<file path="src/rtl/sr_latch_ctrl_pkg.sv">
// Shared types and constants for the gated SR latch sequencer.
package sr_latch_ctrl_pkg;

  typedef enum logic [2:0] {
    IDLE,
    SETUP,
    PULSE,
    HOLD,
    CHECK
  } state_t;

  localparam logic OP_SET    = 1'b1;
  localparam logic OP_RST    = 1'b0;
  localparam int   ERR_CNT_W = 8;

  function automatic int max3(input int a, input int b, input int c);
    int m;
    m = (a > b) ? a : b;
    return (m > c) ? m : c;
  endfunction

endpackage

</file>
<file path="src/rtl/sr_rr_arb2.sv">
// Two-way round-robin arbiter: one-hot grant, favouring the requester not served last.
module sr_rr_arb2 (
  input  logic [1:0] valid,
  input  logic       rr_last,
  output logic [1:0] grant
);

  // NOTE: every output of a combinational block gets a default first, so no path infers a latch.
  always_comb begin
    grant = 2'b00;
    case (valid)
      2'b01:   grant = 2'b01;
      2'b10:   grant = 2'b10;
      2'b11:   grant = rr_last ? 2'b01 : 2'b10;
      default: grant = 2'b00;
    endcase
  end

endmodule

</file>
<file path="src/rtl/sr_latch_ctrl.sv">
// Sequences set/reset writes into a gated SR latch for two requesters and verifies readback.
// Optional SR_LATCH_CTRL_ERR_CNT_EN adds a saturating readback-error counter output.
module sr_latch_ctrl
  import sr_latch_ctrl_pkg::*;
#(
  parameter int SETUP_CYC = 1,
  parameter int PULSE_CYC = 2,
  parameter int HOLD_CYC  = 1
) (
  input  logic clk,
  input  logic rst,
  input  logic req0_valid,
  input  logic req0_op,
  output logic req0_ready,
  input  logic req1_valid,
  input  logic req1_op,
  output logic req1_ready,
  output logic latch_C,
  output logic latch_S,
  output logic latch_R,
  input  logic latch_Q,
  input  logic latch_Qbar,
  output logic done,
  output logic done_id,
  output logic err,
  output logic q_state
`ifdef SR_LATCH_CTRL_ERR_CNT_EN
  ,
  output logic [ERR_CNT_W-1:0] err_cnt
`endif
);

  localparam int MAX_CYC = max3(SETUP_CYC, PULSE_CYC, HOLD_CYC);
  localparam int CNT_W   = $clog2(MAX_CYC + 1);
  localparam logic [CNT_W-1:0] SETUP_LD = CNT_W'(SETUP_CYC - 1);
  localparam logic [CNT_W-1:0] PULSE_LD = CNT_W'(PULSE_CYC - 1);
  localparam logic [CNT_W-1:0] HOLD_LD  = CNT_W'(HOLD_CYC - 1);

  state_t           state_q, state_d;
  logic [CNT_W-1:0] cnt_q, cnt_d;
  logic             op_q, op_d;
  logic             id_q, id_d;
  logic             rr_last_q, rr_last_d;
  logic [1:0]       ready_d;
  logic             c_d, s_d, r_d;
  logic             done_d, done_id_d, err_d, q_state_d;
  logic [1:0]       grant;
  logic             sel_op;
  logic             pass;

  sr_rr_arb2 u_arb (
    .valid   ({req1_valid, req0_valid}),
    .rr_last (rr_last_q),
    .grant   (grant)
  );

  assign sel_op = id_q ? req1_op : req0_op;
  assign pass   = (latch_Q == op_q) && (latch_Qbar == ~op_q);

  always_comb begin
    state_d   = state_q;
    cnt_d     = cnt_q;
    op_d      = op_q;
    id_d      = id_q;
    rr_last_d = rr_last_q;
    ready_d   = 2'b00;
    c_d       = latch_C;
    s_d       = latch_S;
    r_d       = latch_R;
    done_d    = 1'b0;
    done_id_d = done_id;
    err_d     = 1'b0;
    q_state_d = q_state;

    case (state_q)
      IDLE: begin
        // A grant is offered for one cycle; the command is taken only if still valid.
        if (req0_ready || req1_ready) begin
          if ((req0_ready && req0_valid) || (req1_ready && req1_valid)) begin
            op_d    = sel_op;
            s_d     = sel_op;
            r_d     = ~sel_op;
            c_d     = 1'b0;
            cnt_d   = SETUP_LD;
            state_d = SETUP;
          end
        end else if (grant != 2'b00) begin
          ready_d   = grant;
          id_d      = grant[1];
          rr_last_d = grant[1];
        end
      end
      SETUP: begin
        if (cnt_q == '0) begin
          c_d     = 1'b1;
          cnt_d   = PULSE_LD;
          state_d = PULSE;
        end else begin
          cnt_d = cnt_q - CNT_W'(1);
        end
      end
      PULSE: begin
        if (cnt_q == '0) begin
          c_d     = 1'b0;
          cnt_d   = HOLD_LD;
          state_d = HOLD;
        end else begin
          cnt_d = cnt_q - CNT_W'(1);
        end
      end
      HOLD: begin
        if (cnt_q == '0) begin
          s_d     = 1'b0;
          r_d     = 1'b0;
          state_d = CHECK;
        end else begin
          cnt_d = cnt_q - CNT_W'(1);
        end
      end
      CHECK: begin
        done_d    = 1'b1;
        done_id_d = id_q;
        err_d     = ~pass;
        if (pass) q_state_d = op_q;
        state_d = IDLE;
      end
      default: state_d = IDLE;
    endcase
  end

  // NOTE: sequential state uses non-blocking assignments so every register samples pre-edge values.
  always_ff @(posedge clk) begin
    if (rst) begin
      state_q    <= IDLE;
      cnt_q      <= '0;
      op_q       <= OP_RST;
      id_q       <= 1'b0;
      rr_last_q  <= 1'b1;
      req0_ready <= 1'b0;
      req1_ready <= 1'b0;
      latch_C    <= 1'b0;
      latch_S    <= 1'b0;
      latch_R    <= 1'b0;
      done       <= 1'b0;
      done_id    <= 1'b0;
      err        <= 1'b0;
      q_state    <= 1'b0;
    end else begin
      state_q    <= state_d;
      cnt_q      <= cnt_d;
      op_q       <= op_d;
      id_q       <= id_d;
      rr_last_q  <= rr_last_d;
      req0_ready <= ready_d[0];
      req1_ready <= ready_d[1];
      latch_C    <= c_d;
      latch_S    <= s_d;
      latch_R    <= r_d;
      done       <= done_d;
      done_id    <= done_id_d;
      err        <= err_d;
      q_state    <= q_state_d;
    end
  end

`ifdef SR_LATCH_CTRL_ERR_CNT_EN
  always_ff @(posedge clk) begin
    if (rst) begin
      err_cnt <= '0;
    end else if (err_d && (err_cnt != '1)) begin
      err_cnt <= err_cnt + ERR_CNT_W'(1);
    end
  end
`endif

  a_no_csr: assert property (@(posedge clk) !(latch_C && latch_S && latch_R));
  a_no_sr:  assert property (@(posedge clk) !(latch_S && latch_R));

endmodule

</file>
<file path="config.mk">
export PLATFORM = sky130hd
export DESIGN_NAME = sr_latch_ctrl
export DESIGN_NICKNAME = d
export VERILOG_FILES = /design/src/rtl/sr_latch_ctrl_pkg.sv /design/src/rtl/sr_rr_arb2.sv /design/src/rtl/sr_latch_ctrl.sv
export SDC_FILE = /design/constraint.sdc
export NUM_CORES = 1
export LEC_CHECK = 0
export BUFFER_PORTS_ARGS = -buffer_cell sky130_fd_sc_hd__buf_2
export CAP_MARGIN = 20
export CORE_MARGIN = 2
export CORE_UTILIZATION = 47
export DETAILED_ROUTE_END_ITERATION = 10
export PLACE_DENSITY = 0.77
export SLEW_MARGIN = 20
export SYNTH_ARGS = -nofsm -noshare
export SYNTH_HDL_FRONTEND = slang
export SYNTH_SLANG_ARGS = --single-unit
</file>
<file path="constraint.sdc">
create_clock -name clk -period 2.75 [get_ports clk]
set_input_delay 0.1375 -clock clk [delete_from_list [all_inputs] [get_ports clk]]
set_output_delay 0.1375 -clock clk [all_outputs]
set_load 0.005 [all_outputs]
</file>
=== After elaboration in Yosys (flattened, before gate mapping) ===
Cells that the tools add are included.

* Register bits: 17
* Output and inout port bits: 9

* $add $sub $neg: 1
* Equality and inequality tests: 15
* Mux-type cells: 27
* Bitwise logic cells: 7
* Reduce and logical (&&, ||, !) cells: 20

{| class="wikitable"
|+ Operators with widths
! cell !! count
|-
| $mux W3 || 5
|-
| $mux W2 || 6
|-
| $ne A2 B2 Y1 const B || 6
|-
| $pmux W3 S4 || 1
|-
| $mux W1 || 10
|-
| $reduce_and A5 Y1 || 2
|-
| $pmux W2 S4 || 1
|-
| $reduce_and A4 Y1 || 2
|-
| $not A1 Y1 || 7
|-
| $eq A3 B2 Y1 const B || 2
|-
| $pmux W2 S3 || 1
|-
| $reduce_and A3 Y1 || 2
|-
| $eq A2 B2 Y1 const B || 2
|-
| $pmux W1 S2 || 2
|-
| $reduce_bool A2 Y1 || 2
|-
| $reduce_bool A4 Y1 || 1
|-
| $reduce_or A4 Y1 || 1
|-
| $eq A3 B1 Y1 const B || 1
|-
| $eq A3 B3 Y1 const B || 1
|-
| $logic_and A1 B1 Y1 || 3
|-
| $logic_not A3 Y1 || 1
|-
| $pmux W1 S3 || 1
|-
| $reduce_bool A3 Y1 || 1
|-
| $eq A1 B1 Y1 || 2
|-
| other kinds (6) || 7
|}

=== Logic depth before layout (Yosys ltp) ===
* Depth in word-level cells: 5
* Mapped depth: 6

=== Cells and area by module ===
A second synthesis with hierarchy kept.

* Cells, all modules: 91
* Area total of the unflattened synthesis: 819.5 um^2

{| class="wikitable"
|+ By module, submodules not included
! module !! instances !! cells each !! area an instance (um^2) !! seq. area each (um^2)
|-
| sr_latch_ctrl || 1 || 88 || 800.8 || 340.3
|-
| sr_rr_arb2 || 1 || 3 || 18.8 || 0.0
|}

=== Worst setup path before layout ===
OpenSTA, ideal clock, no wires.

* Path kind: register to register
* Start: register cnt_q[0]
* End: register cnt_q[1]
* Library setup time: 0.057 ns
* Arrival time: 1.448 ns
* Required time: 2.693 ns
* Path slack: 1.245 ns
* Stages on the path, launching flop included: 7
* Path through: dfxtp_1 inv_1 ha_1 clkbuf_1 or3b_1 a311oi_1 a21o_1

* Word-level cells in the longest chain between the ends: 3

{| class="wikitable"
|+ RTL lines
! element !! RTL line !! source
|-
| start: declaration || sr_latch_ctrl.sv:40 || <nowiki>logic [CNT_W-1:0] cnt_q, cnt_d;</nowiki>
|-
| start signal: assignment || sr_latch_ctrl.sv:150 || <nowiki>cnt_q <= cnt_d;</nowiki>
|-
| $sub A2 B1 Y2 or $logic_not A2 Y1 (tied branches) || -- ||
|-
| $mux W2 (tied with other cells) || sr_latch_ctrl.sv:112 || <nowiki>if (cnt_q == '0) begin</nowiki>
|-
| $pmux W2 S4 or $reduce_and A4 Y1 (tied branches) || -- ||
|}

Parallel ways exist; a longest one is shown, timed or not. The select of a mux whose other input is x is not followed.
A chain may end at the register's enable or synchronous reset.

=== Worst setup path after layout ===
Same ends and word-level chain as after synthesis.

==> flow_metrics.tcl <==
set metrics [dict create \
    routed-wl-met3_um 59 \
    cellLeakagePower_nw 0.3983 \
    via_count 750 \
    detailed_place_hpwl_um 1232 \
    async_flop_share_pct 0 \
    instances_no_fill 132 \
    met2_length_um 824 \
    irDropWorstVdd_v 0.0003735 \
    fin_area_um2 973.4 \
    synth_edf_count 0 \
    globalRoute.totalOverflow 0 \
    dominantRegCellSynth "sky130_fd_sc_hd__dfxtp_1" \
    crit_path_cell_trace "inv_1, ha_1, or3b_1, a311oi_1, a21o_1" \
    seq_area_um2 340.3 \
    number_of_remaining_drc_errors 0 \
    die_x_um 46.95 \
    track_usage_pct 17.76 \
    grt_setup_unrepaired "no" \
    postPlaceCellArea_um2 947.2 \
    timing.hold.ws_ps 144.5 \
    tritoncts.num_buffers 3 \
    slowest_stage "sky130_fd_sc_hd__or3b_1" \
    drt_iter0_drc 13 \
    synth_seq_area_share_pct 39.25 \
    nNetsFinal 119 \
    placement.io_buffers 16 \
    fin_tns_setup_ps 0 \
    clock_pin_transition_on_the_worst_setup_and_hold_timing_paths_ps 90 \
    route.detailed.wl_per_inst_um 12.82 \
    ctsRootBufferMaster "sky130_fd_sc_hd__clkbuf_4" \
    grt_max_degree 18 \
    top_layer_used "met4" \
    hold_viol_final 0 \
    gate_count_post_synth 93 \
    die_h_um 46.95 \
    start_kind "register" \
    first_pass_grt_wire_length_um 2808 \
    dieArea_um2 2204 \
    grt_antenna_before_repair 0 \
    post_cts_resized 0 \
    drtAntennaViolNets 0 \
    wirelength_um 1692 \
    cellPowerDensity_nw_per_um2 664.8 \
    outcome "finished, final reports clean" \
    flow.area_growth_from_synthesis_pct 12.27 \
    area_of_the_multi_input_gates_um2 476.7 \
    drt-met1-wl_um 771 \
    max-slew-margin-rel_pct 62.91 \
    critical_path_required_ps 2990 \
    cts_setup_buffers 0 \
    post_cts_hold_buffer_count 0 \
    synthesis.area_um2 867.1 \
    clockBufferDepth 2 \
    period_needed_ps 1612 \
    final_setup_violation_count 0 \
    maximum_cell_stage_delay_along_the_critical_path_ps 390 \
    mappedNetlistNets 104 \
    worst-endpoint-arrival_ps 1850 \
    clk-insertion-delay-late_ps 290 \
    yosysWarningCount 0 \
    worstSetupEndpointType "register" \
    start_util_pct 50.22 \
    path_class "reg -> reg" \
    dr.pass1.iters 4 \
    tightest_slew_ps 555.7 \
    place.detailed.instances 128 \
    share_of_final_layout_standard_cells_stronger_than_drive_strength_1_pct 24.30 \
    placeableCoreArea_um2 1727 \
    clock-skew-final_ps 3.930 \
    tritoncts "yes" \
    max_clock_freq_mhz 620.4 \
    design.portCount 17 \
    rows 15 \
    synth_seq_cells 17 \
    drv_slew 0 \
    h_tree_depth 1 \
    n_antenna_cell 0 \
    hold_path_class "in -> reg" \
    via_per_inst 5.682 \
    post-route-period-util_pct 58.61 \
    num-fill-cells 175 \
    routabilityCongestion 0.8025 \
    yosysUniqueCellTypes 38 \
    timing.max_cap.violations 0 \
    first_global_vias 657 \
    cp_max_fo 9 \
    syn-mean-instance-area_um2 9.323 \
    cts_sinks 17 \
]
## routing by layer
layer  GRT usage [%]  vias to the layer above
li1                -                      369
met1           22.99                      361
met2           29.32                       15
met3           2.308                        5
met4           8.333                        0
met5               0                        -
## final timing paths
kind,start,endpoint,slack [ps],depth (start not counted)
hold / removal,req0_valid,req0_ready$_SDFF_PP0_,140,3
hold reg to reg,latch_R$_SDFFE_PP0P_,latch_R$_SDFFE_PP0P_,490,2
setup reg to reg,cnt_q[0]$_SDFFE_PP0P_,cnt_q[1]$_SDFFE_PP0P_,1140,5
setup / recovery,cnt_q[0]$_SDFFE_PP0P_,cnt_q[1]$_SDFFE_PP0P_,1140,5
## stage by stage
stage               power (mW)  util [%]  worst slack (ps)
global route            0.6877     56.38              1069
floorplan               0.4757         -              1245
CTS                     0.6515     56.38              1126
detailed placement      0.5202     54.86              1148
finish                  0.6472     56.38              1138
global placement        0.5103     54.86              1262
## state kept, by name, summed over array words and instances, names as in the netlist
register,cells
cnt_q,2
done,1
done_id,1
err,1
id_q,1
latch_C,1
latch_R,1
latch_S,1
op_q,1
q_state,1
req0_ready,1
req1_ready,1
rr_last_q,1
state_q,3
## power breakdown
group	switching (mW)	internal [mW]
logic	0.0952	0.0918
registers	0.0485	0.280
clock network	0.0749	0.0565
total	0.219	0.428
## placed cells by master (no fill, tap or decap), drive strengths merged
cell | netlist | final
o211ai | 3 | 3
nand2 | 2 | 2
ha | 3 | 3
o221ai | 1 | 1
a311oi | 2 | 2
a21oi | 7 | 7
nand3 | 3 | 3
or3 | 4 | 4
o2bb2ai | 1 | 1
clkbuf | 4 | 4
and3b | 1 | 1
a22oi | 1 | 1
a21o | 1 | 1
a32o | 1 | 1
inv | 5 | 5
nor2b | 1 | 1
or3b | 1 | 1
nor3b | 3 | 3
o221a | 1 | 1
nand2b | 4 | 4
a22o | 1 | 1
nor2 | 6 | 6
buf | 2 | 16
mux2i | 3 | 3
a2111oi | 2 | 2
nand4b | 2 | 2
dfxtp | 17 | 17
xor2 | 2 | 2
o21bai | 1 | 1
and4 | 1 | 1
or2 | 2 | 2
nor3 | 3 | 3
a31oi | 2 | 2
## synthesized netlist by cell type (2+ instances only)
library cell                n  area share [%]
sky130_fd_sc_hd__inv_1      5             2.2
sky130_fd_sc_hd__a311oi_1   2             2.0
sky130_fd_sc_hd__nor3b_1    2             1.7
sky130_fd_sc_hd__nand3_1    3             1.7
sky130_fd_sc_hd__nand2b_1   4             2.9
sky130_fd_sc_hd__ha_1       3             4.3
sky130_fd_sc_hd__nor3_1     2             1.2
sky130_fd_sc_hd__nor2_1     6             2.6
sky130_fd_sc_hd__mux2i_1    3             3.5
sky130_fd_sc_hd__a21oi_1    7             4.0
sky130_fd_sc_hd__xor2_1     2             2.0
sky130_fd_sc_hd__or2_2      2             1.4
sky130_fd_sc_hd__dfxtp_1   17              39
sky130_fd_sc_hd__a31oi_1    2             1.4
sky130_fd_sc_hd__nand4b_1   2             2.0
sky130_fd_sc_hd__clkbuf_1   4             1.7
sky130_fd_sc_hd__nand2_1    2            0.87
sky130_fd_sc_hd__o211ai_1   3             2.6
sky130_fd_sc_hd__or3_1      3             2.2
## cell type report
| class | count | area share [%] |
|---|---|---|
| Inverter | 5 | 1.928 |
| Sequential cell | 17 | 34.96 |
| Clock buffer | 4 | 2.699 |
| Timing Repair Buffer | 16 | 8.226 |
| Multi-Input combinational cell | 65 | 48.97 |
| Tap cell | 25 | 3.213 |
## worst max-delay path: cells and delay by family (launching register included)
kind                     cells  cell delay, ps
AND/OR/NAND/NOR              1             390
AO/OA/AOI/OAI                2             410
buffers and inverters        1              80
flip-flops                   1             380
adder cells (fa/ha/maj)      1             300
## logic make-up (layout without fill, tap and decap cells)
kind of cell    count (synthesis)  count (layout)  share of synthesized area, %
buf+inv                        11              25                         5.771
mux                             3               3                         3.463
fa+ha+maj                       3               3                         4.329
simple gates                   33              33                         24.24
xor+xnor                        2               2                         2.021
compound gates                 24              24                         20.92
flops                          17              17                         39.25
No activity file was read; power rests on OpenSTA's default activity.
